<file path="config.mk">
export PLATFORM = sky130hd
export DESIGN_NAME = if_fetch_unit
export DESIGN_NICKNAME = d
export VERILOG_FILES = /design/src/rtl/if_fetch_unit_pkg.sv /design/src/rtl/if_fetch_unit_fifo.sv /design/src/rtl/if_fetch_unit.sv
export SDC_FILE = /design/constraint.sdc
export NUM_CORES = 1
export LEC_CHECK = 0
export CORE_MARGIN = 2
export CORE_UTILIZATION = 36
export CTS_CLUSTER_SIZE = 8
export DETAILED_ROUTE_END_ITERATION = 10
export PLACE_DENSITY = 0.54
export SYNTH_ARGS = -nofsm -noshare
export SYNTH_HDL_FRONTEND = slang
export SYNTH_SLANG_ARGS = --single-unit
</file>
<file path="constraint.sdc">
create_clock -name clk -period 4.8 [get_ports clk]
set_input_delay 0.72 -clock clk [delete_from_list [all_inputs] [get_ports clk]]
set_output_delay 0.72 -clock clk [all_outputs]
set_load 0.03 [all_outputs]
</file>
<file path="src/rtl/if_fetch_unit_pkg.sv">
// Shared fetch-stage constants, queue entry layout and kseg0/kseg1 VA->PA mapping.
package if_fetch_unit_pkg;

    localparam logic [4:0]  EXC_ADEL         = 5'h04;
    localparam logic [31:0] DEFAULT_RESET_PC = 32'hBFC0_0000;
    localparam logic [2:0]  SEG_KSEG0        = 3'b100;
    localparam logic [2:0]  SEG_KSEG1        = 3'b101;
    localparam logic [31:0] KSEG_MASK        = 32'h1FFF_FFFF;

    typedef struct packed {
        logic [31:0] pc;
        logic [31:0] instr;
        logic        exc;
        logic [4:0]  exccode;
    } fetch_entry_t;

    function automatic logic [31:0] va_to_pa(input logic [31:0] va);
        if (va[31:29] == SEG_KSEG0 || va[31:29] == SEG_KSEG1) begin
            return va & KSEG_MASK;
        end
        return va;
    endfunction

endpackage

</file>
<file path="src/rtl/if_fetch_unit_fifo.sv">
// In-order fetch queue: registered storage, head visible the cycle after push (no bypass).
// Flush wins over push/pop; a push into a full queue is illegal and asserted against.
module if_fetch_fifo
    import if_fetch_unit_pkg::*;
#(
    parameter  int DEPTH = 4,
    localparam int CW    = $clog2(DEPTH + 1)
) (
    input  logic          clk,
    input  logic          rst_n,
    input  logic          i_flush,
    input  logic          i_push,
    input  fetch_entry_t  i_push_dat,
    input  logic          i_pop,
    output fetch_entry_t  o_head_dat,
    output logic [CW-1:0] o_count
);
    localparam int AW = $clog2(DEPTH);

    fetch_entry_t  r_mem [DEPTH];
    logic [AW-1:0] r_wr_ptr;
    logic [AW-1:0] r_rd_ptr;
    logic [CW-1:0] r_count;
    logic          w_push;
    logic          w_pop;

    assign w_push = i_push && !i_flush;
    assign w_pop  = i_pop && !i_flush && (r_count != '0);

    always_ff @(posedge clk) begin
        if (!rst_n || i_flush) begin
            r_wr_ptr <= '0;
            r_rd_ptr <= '0;
            r_count  <= '0;
        end else begin
            if (w_push) r_wr_ptr <= r_wr_ptr + AW'(1);
            if (w_pop)  r_rd_ptr <= r_rd_ptr + AW'(1);
            r_count <= r_count + CW'(w_push) - CW'(w_pop);
        end
    end

    always_ff @(posedge clk) begin
        if (w_push) r_mem[r_wr_ptr] <= i_push_dat;
    end

    always_ff @(posedge clk) begin
        if (rst_n && !i_flush) begin
            assert (!(w_push && r_count == CW'(DEPTH)));
        end
    end

    assign o_head_dat = r_mem[r_rd_ptr];
    assign o_count    = r_count;

endmodule

</file>
<file path="src/rtl/if_fetch_unit.sv">
// Decoupled instruction fetch: credit-limited SRAM requests, in-order queue to ID, redirect flush.
// Response reaches out_valid one cycle after inst_data_ok; ID stall throttles requests via credits.
module if_fetch_unit
    import if_fetch_unit_pkg::*;
#(
    parameter logic [31:0] RESET_PC        = DEFAULT_RESET_PC,
    parameter int          QDEPTH          = 4,
    parameter int          MAX_OUTSTANDING = 2
) (
    input  logic        clk,
    input  logic        rst_n,
    input  logic        redirect_valid,
    input  logic [31:0] redirect_pc,
    output logic        inst_req,
    output logic [31:0] inst_addr,
    input  logic        inst_addr_ok,
    input  logic        inst_data_ok,
    input  logic [31:0] inst_rdata,
    output logic        out_valid,
    input  logic        out_ready,
    output logic [31:0] out_pc,
    output logic [31:0] out_instr,
    output logic        out_exc,
    output logic [4:0]  out_exccode
);
    localparam int OW = $clog2(MAX_OUTSTANDING + 1);
    localparam int CW = $clog2(QDEPTH + 1);

    logic [31:0]   r_pc;
    logic [31:0]   r_resp_pc;
    logic [OW-1:0] r_outstanding;
    logic [OW-1:0] r_cancel_cnt;
    logic          r_stalled_exc;

    logic [CW-1:0] w_count;
    fetch_entry_t  w_head;
    fetch_entry_t  w_push_dat;
    logic          w_credit_ok;
    logic          w_misaligned;
    logic          w_accept;
    logic          w_push_data;
    logic          w_push_exc;
    logic          w_out_valid;
    logic          w_pop;

    // Reserving queue space for every in-flight request keeps pushes from ever hitting a full queue.
    assign w_credit_ok  = (32'(r_outstanding) + 32'(w_count) < 32'(QDEPTH))
                       && (32'(r_outstanding) < 32'(MAX_OUTSTANDING));
    assign w_misaligned = (r_pc[1:0] != 2'b00);
    assign inst_req     = rst_n && w_credit_ok && !w_misaligned && !redirect_valid && !r_stalled_exc;
    assign inst_addr    = va_to_pa(r_pc);
    assign w_accept     = inst_req && inst_addr_ok;

    assign w_push_data  = inst_data_ok && (r_cancel_cnt == '0) && !redirect_valid;
    assign w_push_exc   = w_misaligned && !r_stalled_exc && (r_outstanding == '0)
                       && (32'(w_count) < 32'(QDEPTH)) && !redirect_valid;
    assign w_out_valid  = (w_count != '0);
    assign w_pop        = w_out_valid && out_ready && !redirect_valid;

    always_comb begin
        w_push_dat = '0;
        if (w_push_exc) begin
            w_push_dat.pc      = r_pc;
            w_push_dat.exc     = 1'b1;
            w_push_dat.exccode = EXC_ADEL;
        end else begin
            w_push_dat.pc    = r_resp_pc;
            w_push_dat.instr = inst_rdata;
        end
    end

    always_ff @(posedge clk) begin
        if (!rst_n) begin
            r_pc          <= RESET_PC;
            r_resp_pc     <= RESET_PC;
            r_outstanding <= '0;
            r_cancel_cnt  <= '0;
            r_stalled_exc <= 1'b0;
        end else if (redirect_valid) begin
            // Everything still pending after this cycle belongs to the old stream.
            r_pc          <= redirect_pc;
            r_resp_pc     <= redirect_pc;
            r_outstanding <= r_outstanding - OW'(inst_data_ok);
            r_cancel_cnt  <= r_outstanding - OW'(inst_data_ok);
            r_stalled_exc <= 1'b0;
        end else begin
            if (w_accept) r_pc <= r_pc + 32'd4;
            r_outstanding <= r_outstanding + OW'(w_accept) - OW'(inst_data_ok);
            if (inst_data_ok && r_cancel_cnt != '0) r_cancel_cnt <= r_cancel_cnt - OW'(1);
            if (w_push_data) r_resp_pc <= r_resp_pc + 32'd4;
            if (w_push_exc) r_stalled_exc <= 1'b1;
        end
    end

    if_fetch_fifo #(.DEPTH(QDEPTH)) u_fifo (
        .clk        (clk),
        .rst_n      (rst_n),
        .i_flush    (redirect_valid),
        .i_push     (w_push_data || w_push_exc),
        .i_push_dat (w_push_dat),
        .i_pop      (w_pop),
        .o_head_dat (w_head),
        .o_count    (w_count)
    );

    assign out_valid   = w_out_valid;
    assign out_pc      = w_out_valid ? w_head.pc      : 32'd0;
    assign out_instr   = w_out_valid ? w_head.instr   : 32'd0;
    assign out_exc     = w_out_valid ? w_head.exc     : 1'b0;
    assign out_exccode = w_out_valid ? w_head.exccode : 5'd0;

endmodule

</file>
==> key figures, run 1 <==
Worst setup path
  – R2r endpoint: u_fifo.o_count[2]
  – CP endpoint kind: primary output
  – Worst Path Arrival: about 3000 ps
  – Critical Path Start Type: register
  – Critical R2R Launch: u_fifo.o_count[2]
  – Flop2flop setup slack: 1670 ps
  – CP required: between 4000 and 5000 ps
  – Worst-path cell chain: buf_4 > mux4_2 > and2_1 > clkdlybuf4s50_1
  – Critical path fanouts, max: 26
  – CP top delay family: buffers and inverters
  – Crit path buf inv count: 2
  – R2R depth: 9
  – CP max stage cell: dfxtp_4
  – CP max stage delay: 710 ps
  – CP Class: reg -> out

Clock network
  – Worst-Skew Late Latency: around 540 ps
  – CTS Sinks: 338
  – CTS tree: built
  – Max clock buf depth: 3
  – Root Buffer Master: clkbuf_16
  – Post_cts resized: 0
  – H-Tree Depth: 2
  – Hold_buf cts: 0
  – Postcts setup bufs: 0
  – Reg clk slew, reported paths: approximately 50 ps
  – CTS buffer count: 48

Final layout
  – Final Non-Filler Cells: ~1800
  – N_diodes: 0
  – Ratio of cells with drive above 1 in the final layout: between 10% and 20%
  – FF+latch area: approximately 9400 um^2
  – Design area: between 15000 and 20000 um^2
  – Fill count: 3651
  – Leading cell types in the layout, fill and taps excluded: edfxtp_1, clkdlybuf4s50_1, nand2_1
  – Multi-input gate area: 4967 um^2
  – Most common cell after layout, fill and taps aside: edfxtp_1
  – Layout area overhead: 23.44%
  – Final-stage net count: 1342

Routing
  – TritonRoute pass-1 iters: 5
  – Post-route ant nets: 0
  – Vias per std cell: between 5 and 6
  – DR DRC count: 0
  – Initial detailed-routing violation count: roughly 710
  – Routed WL: about 38000 um
  – Via count: roughly 9400
  – WL per Instance: 20.75 um

STA
  – Max-slew violation count: 0
  – Worst clock skew: around 13 ps
  – Tmin final: between 3000 and 4000 ps
  – Setup violators final: 0
  – Worst slew margin: 27.38%
  – Fmax: 0.2715 GHz
  – Unrepaired setup endpoints after global routing: false
  – Crit share post-route: roughly 77%
  – Worst slew pin tran: ~1100 ps
  – Final Hold Viols: 0

Hold path
  – Hold Crit Depth: 2
  – Hold Crit Start: r_resp_pc[1]
  – Hold Path End: r_resp_pc[1]
  – Hold Path Class: reg -> reg

Placed design
  – Placed cells: 1740
  – Post-DP HPWL: 24540 um
  – I/O Buffers: between 150 and 200
  – DP Area: about 17000 um^2
  – Gpl congestion: 0.8477

Die
  – Die width: between 200 and 250 um
  – Die H: around 210 um
  – CORE AREA: roughly 40000 um^2
  – Row count: 74
  – Die area: ~43000 um^2
  – Initial core utilization: 36.48%
  – Ports: 174

Synthesis
  – Synth top area share: 52.42%
  – Post-synth EDFFs: between 200 and 300
  – Mapped Area: approximately 15000 um^2
  – Netlist cell types: 57
  – FFs w/ async S/R, synth: 0%
  – Synth warnings: 0
  – Syn Area/Cell: approximately 13 um^2
  – Top post-synthesis cells by area: edfxtp_1, dfxtp_1, mux4_2, and2_1, nand2_1
  – Synth area leader: edfxtp_1
  – Most used DFF post-synth: edfxtp_1
  – Mapped Cells: ~1100
  – Sequential cell area fraction in the yosys report: between 60% and 70%
  – #FFs+latches synth: 338

Global routing
  – First-pass GRT wire length: around 58000 um
  – GRT Total Usage: about 17%
  – Antenna violations before repair: 0
  – GRT overflow: 0
  – Number of global-route vias before repair: approximately 9500
  – Pin count of the biggest net entering global routing: 69

Power and ir drop
  – VDD IR max: roughly 0.27 mV
  – Static Leak: ~6 nW
  – Total chip power: 7.237 mW
  – Pwr Density: roughly 390 nW/um^2

Flow run
  – Max-Cap Viols: 0

Status
  – Status: complete, no violations
[stage by stage]
stage / hold WS (ps) / worst slack [ps] / utilization, % / TNS, ps
global placement: 442.8 / 1207 / 41.67 / 0
global route: 473.7 / 876.3 / 45.03 / 0
detailed placement: 446.8 / 1234 / 41.67 / 0
floorplan: 436.6 / -326.6 / - / -84910
finish: 454.3 / 1117 / 45.03 / 0
CTS: 453.8 / 988.1 / 45.03 / 0
[worst max-delay path by stage]
stage / endpoint / slack, ps / cells after the start
final: out_pc[22] / 1120 / 4
after detailed placement: r_outstanding[1] / 1230 / 12
after CTS: out_instr[24] / 990 / 4
after global placement: r_outstanding[1] / 1210 / 12
after floorplan: u_fifo.r_mem[0][10] / -330 / 6
after global routing: out_exc / 880 / 4
[worst reg2reg max path, stage by stage (launching register included)]
cell	delay (ps)
dfxtp_1	320
or3_2	930
and3_1	430
ha_1	280
inv_1	40
ha_1	200
fa_1	380
xnor2_1	210
xnor2_1	150
nor2_1	60
[per-layer routing]
| metal | vias up | track usage, % | wire [um] |
|---|---|---|---|
| met1 | 4656 | 24.70 | 17390 |
| met4 | 0 | 4.557 | 791 |
| li1 | 4399 | - | - |
| met3 | 57 | 3.238 | 2118 |
| met2 | 295 | 27.84 | 17610 |
| met5 | - | 0 | 0 |
[sequential cells by signal, summed over array words and instances (netlist names), named ones only]
name	cells
u_fifo.r_wr_ptr	2
r_resp_pc	32
r_outstanding	2
r_cancel_cnt	2
r_stalled_exc	1
u_fifo.r_mem	260
u_fifo.o_count	3
r_pc	32
u_fifo.r_rd_ptr	2
[kinds of logic (layout without fill, tap and decap cells)]
family,Yosys count,count (layout),synth area share (%)
fa+ha+maj,14,14,1.227
buf+inv,121,303,4.041
other cells,1,4,0.02518
flops,338,338,62.90
xor+xnor,42,42,2.470
mux,73,73,10.41
simple gates,396,396,13.96
compound gates,125,125,4.965
[power breakdown]
group	leakage (nW)	internal, mW	switching (mW)
clock network	0.650	1.87	1.19
registers	3.02	3.30	0.0807
logic	2.44	0.330	0.472
total	6.11	5.50	1.74
[layout make-up]
type	count	share of cell area, %
clock buffer	84	7.268
clock inverter	3	0.1837
inverter	25	0.5104
multi-input combinational	654	27.02
sequential	338	51.00
tap	532	3.621
timing repair buffer	191	10.40
[Yosys cell counts (3+ instances only)]
library cell  count
dfxtp_1          78
clkbuf_1         45
buf_2            13
nand2_1         135
nor2b_1           4
or3_1             5
nand2b_1          3
nor4_1           12
edfxtp_1        260
buf_4            35
nor3_1           10
ha_1             13
and3_1           20
or4_1             6
a31o_2            3
nand3_1          25
mux4_2           65
mux2_2            5
and2_1          104
nor2_1           34
mux2i_1           3
xnor2_1          22
xor2_1           20
inv_1            23
and4_1            3
a21oi_1          50
a31oi_1           5
buf_1             3
a211oi_1          4
o21ai_0          36
o211ai_1          6
nand4_1          28
Note: power is estimated with default switching activity, not from simulation.
==> inputs of run 2 (changes only) <==
==> constraint.sdc (replaced) <==
create_clock -name clk -period 2.9 [get_ports clk]
set_input_delay 0.435 -clock clk [delete_from_list [all_inputs] [get_ports clk]]
set_output_delay 0.435 -clock clk [all_outputs]
set_load 0.03 [all_outputs]
==> key figures, run 2 (synthesis gave the netlist of run 1 again) <==
Global routing
  – Pin count of the biggest net entering global routing: 73
  – GRT Total Usage: around 18%
  – First-pass GRT wire length: ~60000 um
  – Number of global-route vias before repair: a little under 10000
  – GRT overflow: 0
  – Antenna violations before repair: 2

Placed design
  – Post-DP HPWL: roughly 26000 um
  – Placed cells: between 1500 and 2000
  – Gpl congestion: between 0.8 and 0.9
  – DP Area: approximately 17000 um^2
  – I/O Buffers: between 150 and 200

Final layout
  – Largest register FFs: between 200 and 300
  – Fill count: about 3700
  – Final Non-Filler Cells: between 1500 and 2000
  – Top flop regs: u_fifo.r_mem (260), r_pc (32), r_resp_pc (32)
  – Most flops, register: u_fifo.r_mem
  – Final-stage net count: between 1000 and 1500
  – Ratio of cells with drive above 1 in the final layout: between 15 and 20%
  – Most common cell after layout, fill and taps aside: edfxtp_1
  – Design area: around 19000 um^2
  – Layout area overhead: 25.24%
  – Leading cell types in the layout, fill and taps excluded: edfxtp_1, nand2_1, and2_1

STA
  – Unrepaired setup endpoints after global routing: false
  – Max-slew violation count: 0
  – Tmin final: ~2700 ps
  – Worst clock skew: around 12 ps
  – Worst slew pin tran: ~790 ps
  – Fmax: 0.3664 GHz
  – Crit share post-route: 94.11%
  – Worst slew margin: 47.14%
  – Total negative setup slack: 0 ps
  – Hold_ws: ~340 ps
  – Final Hold Viols: 0
  – Setup violators final: 0

Clock network
  – Postcts setup bufs: 0
  – CTS buffer count: 48
  – Max clock buf depth: 3
  – Reg clk slew, reported paths: 50 ps
  – Worst-Skew Late Latency: ~550 ps
  – H-Tree Depth: 2
  – CTS tree: built
  – Root Buffer Master: clkbuf_16
  – CTS Sinks: around 340

Worst setup path
  – Flop2flop setup slack: slightly above 300 ps
  – R2r endpoint: u_fifo.r_mem[2][53]
  – Critical Path Start Type: register
  – CP required: 2470 ps
  – Worst Path Arrival: around 2300 ps
  – Critical R2R Launch: r_outstanding[1]
  – CP Class: reg -> out
  – R2R depth: 7
  – Critical path fanouts, max: 27
  – CP endpoint kind: primary output

Routing
  – DR DRC count: 0
  – Initial detailed-routing violation count: roughly 730
  – TritonRoute pass-1 iters: 5
  – Vias per std cell: around 5.2
  – Via count: slightly below 10000
  – WL per Instance: ~21 um
  – Post-route ant nets: 0
  – Routed WL: between 30000 and 40000 um

Die
  – CORE AREA: just over 40000 um^2
  – Die width: ~210 um
  – Die H: around 210 um
  – Die area: roughly 43000 um^2
  – Row count: 74
  – Initial core utilization: a little over a third
  – Ports: 174

Power and ir drop
  – Static Leak: 6.600 nW
  – Pwr Density: 649.5 nW/um^2
  – VDD IR max: 0.3455 mV

Hold path
  – Hold Path Class: in -> reg
  – Hold Path End: r_resp_pc[1]
  – Hold Crit Depth: 4
  – Hold Crit Start: redirect_valid

Status
  – Status: complete, no violations

Flow run
  – Max-Cap Viols: 0
## run 2: layout make-up
| cell class | count | area (um^2) | area share, % |
|---|---|---|---|
| Sequential cell | 338 | 9378 | 50.27 |
| Multi-Input combinational cell | 654 | 4982 | 26.71 |
| Timing Repair Buffer | 220 | 2120 | 11.36 |
| Clock buffer | 85 | 1383 | 7.412 |
| Tap cell | 532 | 665.6 | 3.569 |
| Inverter | 25 | 98.84 | 0.5299 |
| Clock inverter | 2 | 23.77 | 0.1274 |
| Antenna cell | 1 | 2.502 | 0.01342 |
## run 2: critical path, stage by stage, from the launching register on
cell           delay, ps
dfxtp_4              390
buf_12               250
mux4_2               520
and2_1               210
dlygate4sd2_1        360
## run 2: worst max-delay path by stage
stage / start / endpoint / slack [ps] / cells after the start
2_1_floorplan: r_outstanding[1] / u_fifo.r_mem[0][10] / 2 / 6
3_3_place_gp: inst_addr_ok / r_outstanding[1] / 40 / 11
3_5_place_dp: inst_addr_ok / r_pc[21] / 30 / 8
4_1_cts: u_fifo.o_count[2] / out_pc[20] / 2 / 4
5_1_grt: register / out_pc[22] / 70 / 4
6_report: register / out_pc[29] / 170 / 4
## run 2: timing repair
item / in CTS / in global routing
pin swaps: 0 / 0
gates resized for setup: 56 / 2
setup endpoints to repair: 56 / 2
hold buffers: 0 / 0
## run 2: through the flow
step | total power [mW] | setup WS (ps) | utilization [%]
after floorplan | 6.494 | 2.334 | -
after global placement | 7.066 | 35.68 | 42.39
after detailed placement | 7.079 | 29.38 | 42.39
after CTS | 12.27 | 1.839 | 45.66
after global routing | 12.57 | 68.59 | 45.68
final | 12.12 | 170.8 | 45.68
## run 2: power breakdown
part / internal [mW] / switching, mW / total, mW
logic: 0.529 / 0.804 / 1.33
clock network: 3.19 / 2.00 / 5.19
registers: 5.46 / 0.127 / 5.59
## run 2: per-layer routing
layer | routed length, um | GRT usage [%] | up-vias
li1 | - | - | 4443
met1 | 17760 | 25.16 | 4787
met2 | 18080 | 28.59 | 344
met3 | 2469 | 3.949 | 71
met4 | 1308 | 6.773 | 2
met5 | 13 | 0 | -
